<file path="config.mk">
export PLATFORM = sky130hd
export DESIGN_NAME = forwarding_status_pipe_flat
export DESIGN_NICKNAME = d
export VERILOG_FILES = /design/src/rtl/forwarding_status_pipe_pkg.sv /design/src/rtl/forwarding_status_pipe_if.sv /design/src/rtl/forwarding_status_pipe_stage_reg.sv /design/src/rtl/forwarding_status_pipe.sv /design/src/flat_wrapper.sv
export SDC_FILE = /design/constraint.sdc
export NUM_CORES = 1
export LEC_CHECK = 0
export CORE_MARGIN = 5
export CORE_UTILIZATION = 32
export DETAILED_ROUTE_END_ITERATION = 10
export PLACE_DENSITY_LB_ADDON = 0.25
export SYNTH_ARGS = -nofsm -noshare
export SYNTH_HDL_FRONTEND = slang
export SYNTH_SLANG_ARGS = --single-unit
</file>
<file path="constraint.sdc">
create_clock -name clk -period 2.12 [get_ports clk]
set_input_delay 0.212 -clock clk [delete_from_list [all_inputs] [get_ports clk]]
set_output_delay 0.212 -clock clk [all_outputs]
set_load 0.05 [all_outputs]
</file>
<file path="src/rtl/forwarding_status_pipe_pkg.sv">
// Shared types for the register-forwarding producer: entry layout, per-stage status bundle.
package forwarding_status_pipe_pkg;

    localparam int unsigned REG_ADDR_W = 5;
    localparam int unsigned DATA_W     = 32;

    typedef logic [REG_ADDR_W-1:0] reg_addr_t;
    typedef logic [DATA_W-1:0]     reg_data_t;

    typedef struct packed {
        reg_addr_t address;
        reg_data_t data;
        logic      valid;
    } forwarding_entry_t;

    typedef struct packed {
        forwarding_entry_t execute_out;
        forwarding_entry_t access_out;
        forwarding_entry_t writeback_in;
    } forwarding_data_status_t;

    localparam forwarding_entry_t FORWARDING_BUBBLE = '{address: '0, data: '0, valid: 1'b0};

    // A real destination whose data is not final yet (an in-flight load).
    function automatic logic entry_unresolved(forwarding_entry_t e);
        return (e.address != '0) && !e.valid;
    endfunction

endpackage

</file>
<file path="src/rtl/forwarding_status_pipe_if.sv">
// Pipeline-side signal bundle of the forwarding producer: execute/memory inputs, status and RF write outputs.
interface forwarding_status_pipe_if;
    import forwarding_status_pipe_pkg::*;

    logic                    stall;
    logic                    flush;
    logic                    ex_writes_reg;
    reg_addr_t               ex_rd;
    reg_data_t               ex_data;
    logic                    ex_data_ready;
    logic                    mem_data_ready;
    reg_data_t               mem_data;
    forwarding_data_status_t data_in_pipeline;
    logic                    load_pending;
    logic                    wb_we;
    reg_addr_t               wb_address;
    reg_data_t               wb_data;

    modport master (
        output stall, flush, ex_writes_reg, ex_rd, ex_data, ex_data_ready,
               mem_data_ready, mem_data,
        input  data_in_pipeline, load_pending, wb_we, wb_address, wb_data
    );

    modport slave (
        input  stall, flush, ex_writes_reg, ex_rd, ex_data, ex_data_ready,
               mem_data_ready, mem_data,
        output data_in_pipeline, load_pending, wb_we, wb_address, wb_data
    );

endinterface

</file>
<file path="src/rtl/forwarding_status_pipe_stage_reg.sv">
// One pipeline slot of forwarding state with clear/load/hold and late-load fill.
module forwarding_stage_reg
    import forwarding_status_pipe_pkg::*;
(
    input  logic              clk,
    input  logic              rst_n,
    input  logic              clear_i,
    input  logic              load_i,
    input  forwarding_entry_t entry_i,
    input  logic              fill_en_i,
    input  reg_data_t         fill_data_i,
    output forwarding_entry_t entry_o
);

    forwarding_entry_t slot_q, slot_d;
    forwarding_entry_t filled;
    logic              fill_hit;

    // Fill only resolves an entry already resident; bubbles (address 0) are never filled.
    always_comb begin
        filled       = slot_q;
        filled.data  = fill_data_i;
        filled.valid = 1'b1;
        fill_hit     = fill_en_i && entry_unresolved(slot_q);
    end

    // Next slot contents: clear beats load, load beats fill, otherwise hold.
    always_comb begin
        slot_d = slot_q;
        if (clear_i) begin
            slot_d = FORWARDING_BUBBLE;
        end else if (load_i) begin
            slot_d = entry_i;
        end else if (fill_hit) begin
            slot_d = filled;
        end
    end

    // Slot register with synchronous active-low reset to a bubble.
    always_ff @(posedge clk) begin
        if (!rst_n) begin
            slot_q <= FORWARDING_BUBBLE;
        end else begin
            slot_q <= slot_d;
        end
    end

    // Arriving load data is visible in the same cycle it is presented.
    assign entry_o = fill_hit ? filled : slot_q;

endmodule

</file>
<file path="src/rtl/forwarding_status_pipe.sv">
// Forwarding status producer: tracks rd writes through EX/MEM and MEM/WB and drives the RF write port.
module forwarding_status_pipe
    import forwarding_status_pipe_pkg::*;
(
    input  logic                     clk,
    input  logic                     rst_n,
    forwarding_status_pipe_if.slave  bus
);

    forwarding_entry_t execute_out;
    forwarding_entry_t access_out;
    forwarding_entry_t writeback_in;

    // Execute-stage entry; flushed, non-writing or x0 instructions publish a bubble.
    always_comb begin
        execute_out = FORWARDING_BUBBLE;
        if (bus.ex_writes_reg && !bus.flush && (bus.ex_rd != '0)) begin
            execute_out = '{address: bus.ex_rd, data: bus.ex_data, valid: bus.ex_data_ready};
        end
    end

    forwarding_stage_reg u_access (
        .clk         (clk),
        .rst_n       (rst_n),
        .clear_i     (bus.flush),
        .load_i      (!bus.stall),
        .entry_i     (execute_out),
        .fill_en_i   (bus.mem_data_ready),
        .fill_data_i (bus.mem_data),
        .entry_o     (access_out)
    );

    forwarding_stage_reg u_writeback (
        .clk         (clk),
        .rst_n       (rst_n),
        .clear_i     (1'b0),
        .load_i      (!bus.stall),
        .entry_i     (access_out),
        .fill_en_i   (1'b0),
        .fill_data_i ('0),
        .entry_o     (writeback_in)
    );

    // access_out already folds in this cycle's fill, so "still unresolved" is exactly "pending".
    assign bus.load_pending     = entry_unresolved(access_out);
    assign bus.data_in_pipeline = '{execute_out: execute_out, access_out: access_out,
                                    writeback_in: writeback_in};
    assign bus.wb_we            = (writeback_in.address != '0) && writeback_in.valid;
    assign bus.wb_address       = writeback_in.address;
    assign bus.wb_data          = writeback_in.data;

    // An unresolved load must never reach writeback; the hazard unit has to stall instead.
    always_ff @(posedge clk) begin
        if (rst_n) begin
            assert (!entry_unresolved(writeback_in));
        end
    end

endmodule

</file>
<file path="src/flat_wrapper.sv">
// flat-port wrapper written by rule: the top's interface ports become plain ports
module forwarding_status_pipe_flat import forwarding_status_pipe_pkg::*;
  (clk, rst_n, bus_stall, bus_flush, bus_ex_writes_reg, bus_ex_rd, bus_ex_data, bus_ex_data_ready, bus_mem_data_ready, bus_mem_data, bus_data_in_pipeline, bus_load_pending, bus_wb_we, bus_wb_address, bus_wb_data);
  forwarding_status_pipe_if bus_i ();
  input  logic clk;
  input  logic rst_n;
  input wire logic [$bits(bus_i.stall)-1:0] bus_stall;
  input wire logic [$bits(bus_i.flush)-1:0] bus_flush;
  input wire logic [$bits(bus_i.ex_writes_reg)-1:0] bus_ex_writes_reg;
  input wire logic [$bits(bus_i.ex_rd)-1:0] bus_ex_rd;
  input wire logic [$bits(bus_i.ex_data)-1:0] bus_ex_data;
  input wire logic [$bits(bus_i.ex_data_ready)-1:0] bus_ex_data_ready;
  input wire logic [$bits(bus_i.mem_data_ready)-1:0] bus_mem_data_ready;
  input wire logic [$bits(bus_i.mem_data)-1:0] bus_mem_data;
  output wire logic [$bits(bus_i.data_in_pipeline)-1:0] bus_data_in_pipeline;
  output wire logic [$bits(bus_i.load_pending)-1:0] bus_load_pending;
  output wire logic [$bits(bus_i.wb_we)-1:0] bus_wb_we;
  output wire logic [$bits(bus_i.wb_address)-1:0] bus_wb_address;
  output wire logic [$bits(bus_i.wb_data)-1:0] bus_wb_data;
  assign bus_i.stall = bus_stall;
  assign bus_i.flush = bus_flush;
  assign bus_i.ex_writes_reg = bus_ex_writes_reg;
  assign bus_i.ex_rd = bus_ex_rd;
  assign bus_i.ex_data = bus_ex_data;
  assign bus_i.ex_data_ready = bus_ex_data_ready;
  assign bus_i.mem_data_ready = bus_mem_data_ready;
  assign bus_i.mem_data = bus_mem_data;
  assign bus_data_in_pipeline = bus_i.data_in_pipeline;
  assign bus_load_pending = bus_i.load_pending;
  assign bus_wb_we = bus_i.wb_we;
  assign bus_wb_address = bus_i.wb_address;
  assign bus_wb_data = bus_i.wb_data;
  forwarding_status_pipe u_core (.clk(clk), .rst_n(rst_n), .bus(bus_i));
endmodule
</file>
==> impl_metrics.tcl <==
set metrics [dict create \
    status "finished, violations left" \
    nNetsFinal 679 \
    numCtsBuffers 9 \
    route.detailed.drc 0 \
    crit_type "flop to output port" \
    synth_area_sq_um 3531 \
    worstPathRequired_ps 1910 \
    syn-mean-instance-area_sq_um 9.219 \
    cts_sinks 76 \
    p_total_mw 3.923 \
    synth_cells 383 \
    worst_pin_slew_ps 531.8 \
    cts_hold_buf 0 \
    crit_start "u_core.u_access.filled[34]$_SDFFE_PP0N_" \
    p_leak_nw 3.091 \
    core_sq_um 10840 \
    fp-row-count 38 \
    place.gp.congestion 0.8348 \
    synth_top_area_share 0.4309 \
    rsz0062_at_grt "true" \
    r2r-start "u_core.u_access.filled[34]$_SDFFE_PP0N_" \
    yosysWarnings 0 \
    setup_viol 32 \
    ys_seq_area_frac 0.4309 \
    layout-drive-gt1-share 0.2780 \
    yosys.area.top_type "dfxtp_1" \
    synthTopCellsByArea "dfxtp_1, mux2i_1, buf_4, o2bb2ai_1, and2_1" \
    ys_types 27 \
    grt_pass1_vias 3817 \
    worst_hold_startpoint "bus_ex_data[8]" \
    irDropWorstVdd_mv 0.3713 \
    clkSlewWorstSetupHoldPaths_ps 90 \
    clock_latency_ps 350 \
    ys_ff_latch 76 \
    drt_iter0_markers 126 \
    cts-root-buf "clkbuf_8" \
    antenna_found_initial 0 \
    dp_slack_ps -27.52 \
    layout_worst_path_cycle_share 1.160 \
    syn-num-nets 459 \
    ant_nets 0 \
    io_pins 229 \
    viasPerCell 4.757 \
    grt_overflow 0 \
    finalHoldViolations 0 \
    grt_pass1_wl_mm 20.23 \
    setup_ws_ps -338.7 \
    cp.arrival_ps 2250 \
    clock_path_buffers 2 \
    area_growth_syn_to_layout_pct 99.22 \
    finalMaxSlewViolations 0 \
    port_buffers 228 \
    post-route-min-period_ps 2459 \
    p_per_area_nw_per_um2 557.7 \
    wl_mm 13.25 \
    die_area_sq_um 13230 \
    grt_max_degree 72 \
    cp-end-kind "output port" \
    dieHeight_microns 115.0 \
    die_w_microns 115.0 \
    vias 3558 \
    grtUsageTotal 0.1958 \
    maxCapViolations 0 \
    hold_path_class "input port to flop" \
    wl_per_cell_microns 17.71 \
    violations "setup timing" \
    cts_max_level 3 \
    skew_ps 11.06 \
    dp_hpwl_mm 9.638 \
    n_antenna_cell 0 \
    tritoncts "built" \
    critPathLaunchType "flop" \
    crit_path_max_fanout 16 \
    max_clock_freq_mhz 406.7 \
    max_slew_margin 0.6443 \
    initial_utilization 0.3257 \
    firstDrtPassIters 4 \
]
[sequential cells by signal, indices dropped and copies added (netlist names)]
register	count
u_core.u_writeback.slot_q	33
u_core.u_access.slot_q	33
u_core.u_writeback.filled	5
u_core.u_access.filled	5
[path summary, 6_finish.rpt]
check                                                                  end  slack (ps)  depth (start not counted)
worst min-delay path                  u_core.u_access.slot_q[9]$_SDFF_PP0_         440                          2
worst max register to register   u_core.u_writeback.slot_q[2]$_SDFFE_PN0N_         170                          6
worst min register to register  u_core.u_writeback.slot_q[20]$_SDFFE_PN0N_         550                          2
worst max-delay path                              bus_data_in_pipeline[40]        -340                          6
[cell usage in the layout (no fill, tap or decap), drive strengths merged]
cell type        n
a21oi           33
a22o             1
a31oi            1
and2            38
and3             1
buf            122
bufinv           1
clkbuf          10
clkdlybuf4s50  151
clkinvlp         3
dfxtp           76
dlygate4sd2      4
inv             37
mux2i           41
nand2            1
nand2b           1
nor2             6
nor2b            6
nor3             1
nor3b            1
o211ai           1
o21a             2
o21ai           34
o2bb2ai         32
or2              1
or4              3
[routing by layer]
layer | wire (microns) | vias up | track usage | part of all wire
met4 | 253 | 0 | 0.05634 | 0.019
met1 | 5114 | 1683 | 0.2224 | 0.39
met5 | 0 | - | 0 | 0
met2 | 6862 | 144 | 0.3542 | 0.52
li1 | - | 1713 | - | -
met3 | 1016 | 18 | 0.05789 | 0.077
[what timing repair did]
item                                   CTS  global route
gates resized for setup                 11            22
endpoints found under the hold margin    0             0
buffers inserted                         2             0
gates cloned                             2             0
setup endpoints to repair               65            48
pin swaps                                2             1
[synth_stat cells]
master and n:
o211ai_4 1, nand2b_1 1, and2_1 38, buf_2 1
nor3_1 1, or4_4 1, nor3b_2 1, and3_1 1
or4_1 2, nand2_1 1, a22o_1 1, o21a_1 2
or2_2 1, nor2b_1 6, buf_4 42, o21ai_0 34
buf_1 1, nor2_1 6, o2bb2ai_1 32, inv_1 34
mux2i_1 41, a21oi_1 33, dfxtp_1 76, clkinv_1 1
a31oi_1 1, clkbuf_1 21, buf_6 3
[logic make-up after synthesis]
group	synth area share
AO/OA/AOI/OAI	0.1889
multiplexers	0.1162
buffers and inverters	0.1609
AND/OR/NAND/NOR	0.1031
flip-flops	0.4309
[report_power, final]
part / leakage (nW) / internal (mW) / switching [mW]
combinational: 2.38 / 0.564 / 0.702
sequential: 0.619 / 1.47 / 0.0335
clock: 0.0955 / 0.584 / 0.566
[area by class of cell]
cell class              instances  area [sq um]
well taps                     140         175.2
flip-flops and latches         76          1521
multi-input cells             204          1533
clock inverters                 6         70.07
fillers                       871          3806
clock buffers                  10         137.6
inverters                      35         131.4
repair buffers                277          3466
[per-stage QoR]
step / instance area (sq um) / instances / setup TNS [ps] / util / hold slack (ps)
2_1_floorplan: 3531 / 383 / 0 / - / 328.9
3_3_place_gp: 6664 / 728 / -431.8 / 0.6147 / 535.5
3_5_place_dp: 6664 / 728 / -510.2 / 0.6147 / 535.8
4_1_cts: 6975 / 748 / -9971 / 0.6435 / 429.4
5_1_grt: 7034 / 748 / -13320 / 0.6489 / 440.2
6_report: 7034 / 748 / -9399 / 0.6489 / 444.6
[critical path: stages (launching register included)]
cell and delay [ps]:
dfxtp_1 320, or4_4 560, o211ai_4 240, buf_12 220, mux2i_2 290, inv_1 110
buf_12 160
Note: power is estimated with default switching activity, not from simulation.
